### src/rtl/exec_pkg.sv
// rtl/exec_pkg.sv - shared opcode, ALU function and control bundle definitions
package exec_pkg;

  localparam int DATA_W = 8;

  // Opcodes carried in instruction bits [31:24]
  localparam logic [7:0] OP_LOADI = 8'h00;
  localparam logic [7:0] OP_MOV   = 8'h01;
  localparam logic [7:0] OP_ADD   = 8'h02;
  localparam logic [7:0] OP_SUB   = 8'h03;
  localparam logic [7:0] OP_AND   = 8'h04;
  localparam logic [7:0] OP_OR    = 8'h05;
  localparam logic [7:0] OP_J     = 8'h06;
  localparam logic [7:0] OP_BEQ   = 8'h07;

  // ALU function codes; 100-111 are reserved and produce 0x00
  localparam logic [2:0] ALU_FWD = 3'b000;
  localparam logic [2:0] ALU_ADD = 3'b001;
  localparam logic [2:0] ALU_AND = 3'b010;
  localparam logic [2:0] ALU_OR  = 3'b011;

  // Decoded control bundle for one instruction
  typedef struct packed {
    logic       neg;
    logic       immsel;
    logic [2:0] aluop;
    logic       we;
    logic       br;
    logic       j;
  } ctrl_t;

  // Opcode decoder; anything outside loadi..beq becomes a no-op that forwards the immediate
  function automatic ctrl_t decode(input logic [7:0] opcode);
    ctrl_t c;
    c = '{neg: 1'b0, immsel: 1'b0, aluop: ALU_FWD, we: 1'b0, br: 1'b0, j: 1'b0};
    case (opcode)
      OP_LOADI: begin c.immsel = 1'b1; c.we = 1'b1; end
      OP_MOV:   begin c.we = 1'b1; end
      OP_ADD:   begin c.aluop = ALU_ADD; c.we = 1'b1; end
      OP_SUB:   begin c.neg = 1'b1; c.aluop = ALU_ADD; c.we = 1'b1; end
      OP_AND:   begin c.aluop = ALU_AND; c.we = 1'b1; end
      OP_OR:    begin c.aluop = ALU_OR; c.we = 1'b1; end
      OP_J:     begin c.j = 1'b1; end
      OP_BEQ:   begin c.neg = 1'b1; c.aluop = ALU_ADD; c.br = 1'b1; end
      default:  begin c.immsel = 1'b1; end
    endcase
    return c;
  endfunction

endpackage

### src/rtl/exec_alu.sv
// rtl/exec_alu.sv - combinational 8-bit ALU with zero detect
module exec_alu
  import exec_pkg::*;
#(
  parameter int DATA_W = 8
) (
  input  logic [DATA_W-1:0] a,
  input  logic [DATA_W-1:0] b,
  input  logic [2:0]        aluop,
  output logic [DATA_W-1:0] result,
  output logic              zero
);

  // Function select; addition wraps and the carry is dropped
  always_comb begin
    result = '0;
    case (aluop)
      ALU_FWD: result = b;
      ALU_ADD: result = a + b;
      ALU_AND: result = a & b;
      ALU_OR:  result = a | b;
      default: result = '0;
    endcase
  end

  assign zero = (result == '0);

endmodule

### src/rtl/exec_ctrl_unit.sv
// rtl/exec_ctrl_unit.sv - decode/execute stage with registered ALU and PC-select outputs
module exec_ctrl_unit
  import exec_pkg::*;
#(
  parameter int DATA_W = 8
) (
  input  logic              CLK,
  input  logic              RESET,
  input  logic [7:0]        OPCODE,
  input  logic [DATA_W-1:0] DATA1,
  input  logic [DATA_W-1:0] DATA2,
  input  logic [DATA_W-1:0] IMMEDIATE,
  output logic [DATA_W-1:0] RESULT,
  output logic              ZERO,
  output logic              WRITEENABLE,
  output logic              JUMP,
  output logic              BRANCH,
  output logic              PCSEL,
  output logic [2:0]        ALUOP
);

  ctrl_t             ctrl;
  logic [DATA_W-1:0] negv;
  logic [DATA_W-1:0] mux1;
  logic [DATA_W-1:0] op2;
  logic [DATA_W-1:0] alu_result;
  logic              alu_zero;

  // Decode, two's-complement negate and operand-2 select
  always_comb begin
    ctrl = decode(OPCODE);
    negv = ~DATA2 + {{(DATA_W-1){1'b0}}, 1'b1};
    mux1 = ctrl.neg ? negv : DATA2;
    op2  = ctrl.immsel ? IMMEDIATE : mux1;
  end

  exec_alu #(
    .DATA_W (DATA_W)
  ) u_alu (
    .a      (DATA1),
    .b      (op2),
    .aluop  (ctrl.aluop),
    .result (alu_result),
    .zero   (alu_zero)
  );

  // Output register; reset wins over whatever instruction is presented on the same edge
  always_ff @(posedge CLK) begin
    if (RESET) begin
      RESULT      <= '0;
      ZERO        <= 1'b0;
      WRITEENABLE <= 1'b0;
      JUMP        <= 1'b0;
      BRANCH      <= 1'b0;
      PCSEL       <= 1'b0;
      ALUOP       <= ALU_FWD;
    end else begin
      RESULT      <= alu_result;
      ZERO        <= alu_zero;
      WRITEENABLE <= ctrl.we;
      JUMP        <= ctrl.j;
      BRANCH      <= ctrl.br;
      PCSEL       <= ctrl.j | (ctrl.br & alu_zero);
      ALUOP       <= ctrl.aluop;
    end
  end

endmodule

### config.mk
export PLATFORM = sky130hd
export DESIGN_NAME = exec_ctrl_unit
export DESIGN_NICKNAME = d
export VERILOG_FILES = /design/src/rtl/exec_pkg.sv /design/src/rtl/exec_alu.sv /design/src/rtl/exec_ctrl_unit.sv
export SDC_FILE = /design/constraint.sdc
export NUM_CORES = 1
export LEC_CHECK = 0
export CAP_MARGIN = 10
export CELL_PAD_IN_SITES_DETAIL_PLACEMENT = 1
export CELL_PAD_IN_SITES_GLOBAL_PLACEMENT = 1
export CORE_MARGIN = 3
export CORE_UTILIZATION = 34
export DETAILED_ROUTE_END_ITERATION = 12
export GPL_TIMING_DRIVEN = 0
export PLACE_DENSITY = 0.78
export SYNTH_ARGS = -nofsm -noshare
export SYNTH_HDL_FRONTEND = slang
export SYNTH_SLANG_ARGS = --single-unit
export TNS_END_PERCENT = 5
### constraint.sdc
create_clock -name CLK -period 4.7 [get_ports CLK]
set_clock_uncertainty 0.1 [all_clocks]
set_input_delay 0.705 -clock CLK [delete_from_list [all_inputs] [get_ports CLK]]
set_output_delay 0.705 -clock CLK [all_outputs]
set_load 0.01 [all_outputs]
# ---- Word-level counts from Yosys, hierarchy flattened
# Index checks and enable logic that the tools add are counted.
dict set report word_totals {
  regBits 16
  in_bits 34
  output_inout_bits 16
  word_cells 39
}
dict set report op_classes {
  addsub 2
  eq_ne 10
  muxes 8
  bitwise 5
  reduce_logical 7
}
# cell n
set op_table {}
lappend op_table {{$eq 8x3->1 const B} 4}
lappend op_table {{$pmux 8 s4} 1}
lappend op_table {{$eq 8x2->1 const B} 2}
lappend op_table {{$logic_not 8->1} 2}
lappend op_table {{$mux 8} 2}
lappend op_table {{$add 8x1->8 const B} 1}
lappend op_table {{$add 8x8->8} 1}
lappend op_table {{$and 8x8->8} 1}
lappend op_table {{$eq 8x1->1 const B} 1}
lappend op_table {{$not 8->8} 1}
lappend op_table {{$or 8x8->8} 1}
lappend op_table {{$reduce_or 7->1} 1}
lappend op_table {{$pmux 2 s3} 1}
lappend op_table {{$reduce_or 6->1} 1}
lappend op_table {{$eq 2x2->1 const B} 2}
lappend op_table {{$mux 1} 4}
lappend op_table {{$logic_not 3->1} 1}
lappend op_table {{$reduce_or 3->1} 1}
lappend op_table {{$eq 2x1->1 const B} 1}
lappend op_table {{$reduce_or 2->1} 1}
lappend op_table {{$and 1x1->1} 1}
lappend op_table {{$or 1x1->1} 1}

# ---- Longest topological paths before layout
dict set report depth {
  ltp_word 10
  depth_mapped 15
  mapped_depth_nobuf 15
}

# ---- Cells and area by module
# A second synthesis with hierarchy kept.
dict set report hier_totals {
  cells_unflattened 189
  area_unflattened_um2 1602.8
}
# mod instances cells_per_inst area_each_um2 seq_area_each_um2
set by_module_without_submodules {}
lappend by_module_without_submodules {exec_alu 1 103 814.5 0.0}
lappend by_module_without_submodules {exec_ctrl_unit 1 86 788.3 300.3}

# ---- Worst setup path before layout
# No wires, ideal clock.
dict set report synth_path {
  path_type {input -> register}
  from {input port OPCODE[2]}
  to {register PCSEL}
  setup_ns 0.066
  arrival_ns 3.470
  path_slack_ns 1.064
  cell_stages 14
  n_path_buf 1
  path_cell_list {or2_2 -> o211ai_2 -> clkbuf_8 -> nand2_1 -> o21ai_0 -> ha_1 -> inv_1 -> fa_1 -> nor3_1 -> o31a_2 -> nor4b_1 -> and4_1 -> nand4_2 -> a21oi_2}
}
dict set report synth_between {
  elab_chain_cells 10
  word_cells_on_any_way 27
  cone_classes {add/sub (1); eq/ne (10); mux (7); bitwise (4); reduce/logical (5)}
}
# element line_no
set synth_lines {}
lappend synth_lines {{start: declaration} exec_ctrl_unit.sv:9} ;# input logic [7:0] OPCODE,
lappend synth_lines {{$eq 8x3->1 or $eq 8x2->1 (tied branches)} exec_pkg.sv:36} ;# case (opcode)
lappend synth_lines {{$reduce_or 2->1 (no line)} -}
lappend synth_lines {{$mux 1} exec_pkg.sv:36}
lappend synth_lines {{$mux 8} exec_ctrl_unit.sv:33} ;# mux1 = ctrl.neg ? negv : DATA2;
lappend synth_lines {{$mux 8} exec_ctrl_unit.sv:34} ;# op2 = ctrl.immsel ? IMMEDIATE : mux1;
lappend synth_lines {{$add 8x8->8, or another cell as far along} exec_alu.sv:19} ;# ALU_ADD: result = a + b;
lappend synth_lines {{$pmux 8 s4} exec_alu.sv:17} ;# case (aluop)
lappend synth_lines {{$logic_not 8->1} exec_alu.sv:26} ;# assign zero = (result == '0);
lappend synth_lines {{$and 1x1->1} exec_ctrl_unit.sv:63} ;# PCSEL <= ctrl.j | (ctrl.br & alu_zero);
lappend synth_lines {{$or 1x1->1 *} exec_ctrl_unit.sv:63}
lappend synth_lines {{end signal: assignment} exec_ctrl_unit.sv:63}
lappend synth_lines {{end: declaration} exec_ctrl_unit.sv:18} ;# output logic PCSEL,
# Every way passes the cells marked *; elsewhere a longest branch is shown, timed or not.
# A chain may end at the register's enable or synchronous reset.

# ---- Worst setup path in the final report
dict set report layout_path {
  from {input port OPCODE[1]}
  to {register PCSEL}
}
# The elaborated chain is that of the path after synthesis.

==> key figures <==
Place
  • Placed Area: 2180 um2
  • Pre-CTS WS: -77.79 ps
  • I/O Buffers: 47
  • Hpwl dp: between 4000 and 5000 um
  • RePlAce Congestion: roughly 0.85

Die
  • Core area: between 4000 and 5000 um2
  • I/O pin count: 50
  • Initial Util: about 37%
  • Die width: between 70 and 80 um
  • Die Area: 5706 um2
  • DIE HEIGHT: 75.54 um
  • FP Rows: 24

Worst setup path
  • Critical-path cell list: clkdlybuf4s50_1 -> or2_2 -> o211ai_2 -> clkbuf_8 -> nand2_1 -> o21ai_0 -> ha_1 -> inv_1 -> fa_1 -> nor3_1 -> o31a_2 -> nor4b_1 -> and4_1 -> nand4_2 -> a21oi_2
  • Crit path capture type: flop
  • Worst path max stage delay: between 500 and 600 ps
  • Cell family with most CP delay: simple AND/OR/NAND/NOR gates
  • CP max stage cell: fa_1
  • CP startpoint kind: input pin
  • Critical path type: in2reg
  • Arrival @ worst endpoint: between 4000 and 5000 ps
  • WP buf/inv: 3
  • Data required, critical path: between 4000 and 5000 ps
  • CP Max Fanout: 10

Power and ir drop
  • Int Pwr: around 270 uW
  • Clk network pwr share: between 20% and 30%
  • Maximum VDD drop: about 0.088 mV
  • Power Density: roughly 170 nW/um2
  • Share of power burned in registers: around a third
  • Switching Fraction: a little under a third
  • Tot Pwr: around 390 uW
  • Leak: just over 0.0009 uW
  • Switch Pwr: approximately 120 uW
  • Comb power frac: approximately two fifths

STA
  • Setup WS post-layout: roughly 290 ps
  • Max Clock Freq: 0.2270 GHz
  • Final Hold Viols: 0
  • Final period util: a little over nine tenths
  • Slew @ Worst Pin: slightly below 800 ps
  • Fin. max-slew vios: 0
  • Final setup violation count: 0
  • Clock period minus worst slack: between 4000 and 5000 ps
  • Slew HR: approximately 48%
  • RSZ-0062 raised after global routing: false

Layout
  • Finished Core Util: between 40% and 50%
  • Share of layout cells above drive strength 1: 10.07%
  • Register area: roughly 300 um2
  • Nets: 321
  • Ant diodes: 0
  • Fill cells: roughly 570
  • Cell area after layout: roughly 2200 um2
  • Multi-input combinational cell area: 1207 um2
  • Synth-to-layout area growth: 36.68%

Global routing
  • Initial antenna violation count: 0
  • Total GRT Usage: approximately a fifth
  • Largest net degree at the start of global routing: 11
  • GRT overflow: 0
  • First-pass GRT wire length: roughly 8300 um
  • Number of global-route vias before repair: between 1500 and 2000

Clock network
  • Total CTS buffers: 3
  • CTS root buffer: clkbuf_8
  • Maximum buffer depth of the clock tree: 2
  • CTS tree: built
  • Clock-pin slew on the worst setup and hold paths: about 50 ps
  • H-tree depth: 1
  • Sink Count: 15
  • CTS Hold Buffers Added: 0

Worst hold path
  • Hold Path Sink: JUMP$_SDFF_PP0_
  • WHS Path Cells: 3
  • Hold crit path type: in2reg
  • HP Start: OPCODE[0]

Detailed routing
  • TritonRoute pass-1 iters: 4
  • Drt total wl: between 5000 and 6000 um
  • WL per Instance: between 15 and 20 um
  • DRC: 0
  • Initial DRC count: 78
  • Vias: ~1800
  • Via/cell ratio: between 5 and 6
  • Routed Antenna Nets: 0

Run
  • Number of max-cap violations: 0

Logic synthesis
  • Post-synth EDFFs: 0
  • Asr flop ratio synth: 0%
  • Yosys reg bits: 15
  • Synthesized net count: approximately 270
  • Synth Flop Type: dfxtp_1
  • Synth Instances: about 220
  • Cell Area, Synth: 1644 um2
  • Syn avg cell area: ~7.6 um2
  • Sequential fraction of the synthesis area: between 10% and 20%
  • Syn. warnings: 0
  • Yosys cell types: 62

Status
  • Outcome: complete, no violations
## area by class of cell
| class | count | share of cell area (%) |
|---|---|---|
| sequential | 15 | 13.36 |
| tap | 52 | 2.895 |
| timing repair buffer | 49 | 21.60 |
| clock buffer | 4 | 2.004 |
| inverter | 21 | 3.508 |
| multi-input combinational | 170 | 53.73 |
| buffer | 9 | 2.895 |
## cells in the mapped netlist (2+ instances only)
cell,count,area (um2)
xor2_1,2,17.52
o21ai_1,2,10.01
xnor2_1,6,52.55
o211ai_1,5,37.54
nand3_1,5,25.02
nor4b_1,2,17.52
ha_1,17,212.7
nor3_1,7,35.03
o21a_1,4,30.03
buf_4,3,22.52
a221oi_1,3,26.28
inv_1,21,78.83
a222oi_1,3,30.03
o32ai_1,2,17.52
a211oi_1,8,60.06
dfxtp_1,15,300.3
nor2b_1,2,12.51
nor2_1,32,120.1
o21ai_0,5,25.02
or2_2,2,12.51
clkbuf_1,2,7.510
nand2_1,18,67.56
a21oi_1,10,50.05
## metal layers
metal / wire length [um] / global-route usage (%) / part of all wire [%]
met1: 2329 / 25.20 / 45
met5: 0 / 0 / 0
met3: 198 / 0.9235 / 3.9
met4: 83 / 4.466 / 1.6
met2: 2531 / 33.56 / 49
## repair_timing
action | 4_1_cts | 5_1_grt
gates resized for setup | 0 | 3
setup buffers | 0 | 2
setup endpoints to repair | 0 | 2
endpoints found under the hold margin | 0 | 0
## flip-flops by register name (all words and copies together), names as in the netlist
signal and cells:
PCSEL 1, BRANCH 1, JUMP 1, RESULT 8, ALUOP 2, ZERO 1, WRITEENABLE 1
## worst max path at each step
stage	from	to	slack, ps	depth (start not counted)
3_3_place_gp	OPCODE[1]	PCSEL$_SDFF_PP0_	-50	16
6_report	OPCODE[1]	PCSEL$_SDFF_PP0_	290	15
5_1_grt	OPCODE[1]	PCSEL$_SDFF_PP0_	80	15
4_1_cts	OPCODE[1]	PCSEL$_SDFF_PP0_	160	16
3_5_place_dp	OPCODE[1]	PCSEL$_SDFF_PP0_	-80	16
2_1_floorplan	OPCODE[2]	PCSEL$_SDFF_PP0_	1060	14
## worst min-delay path, delay by kind of cell
kind	cells	cell delay, ps
AND/OR/NAND/NOR	2	320
buffers and inverters	1	170
## power groups by stage
stage | Sequential (uW) | Clock, uW | Combinational [uW]
after floorplan | 138 | 0 | 89.0
after global placement | 135 | 0 | 155
after detailed placement | 136 | 0 | 159
after CTS | 133 | 98.1 | 160
after global routing | 133 | 103 | 180
final | 133 | 94.8 | 163
## cells by family (layout without fill, tap and decap cells)
kind of cell               count (synthesis)  after routing  synth area share (%)
and+or+nand+nor                           83             83                 26.18
AOI/OAI and AO/OA                         58             58                 26.94
buffers and inverters                     30             83                 8.675
adders and majority gates                 18             18                 14.16
DFF                                       15             15                 18.26
xor gates and xnor gates                   8              8                 4.262
muxes                                      2              2                 1.294
other                                      1              1                0.2281
## cells in the final DEF, fill, tap and decap left out, drive strengths merged, types with 4 or more instances in the layout
master	Yosys	layout
a21oi	11	11
o211ai	7	7
a221oi	4	4
inv	21	21
nand2	18	18
nor3	9	9
buf	5	7
o21a	4	4
a211oi	8	8
clkdlybuf4s50	0	47
nor2	32	32
clkbuf	4	8
xnor2	6	6
o21ai	7	7
dfxtp	15	15
ha	17	17
nand3	5	5
## stage by stage
step	cells	TNS (ps)	hold slack (ps)
after detailed placement	314	-101.9	1141
after global routing	320	0	924.7
after floorplan	215	0	677.4
final	320	0	914.2
after CTS	318	0	893.2
after global placement	314	-51.79	1128
No activity file was read; power rests on OpenSTA's default activity.
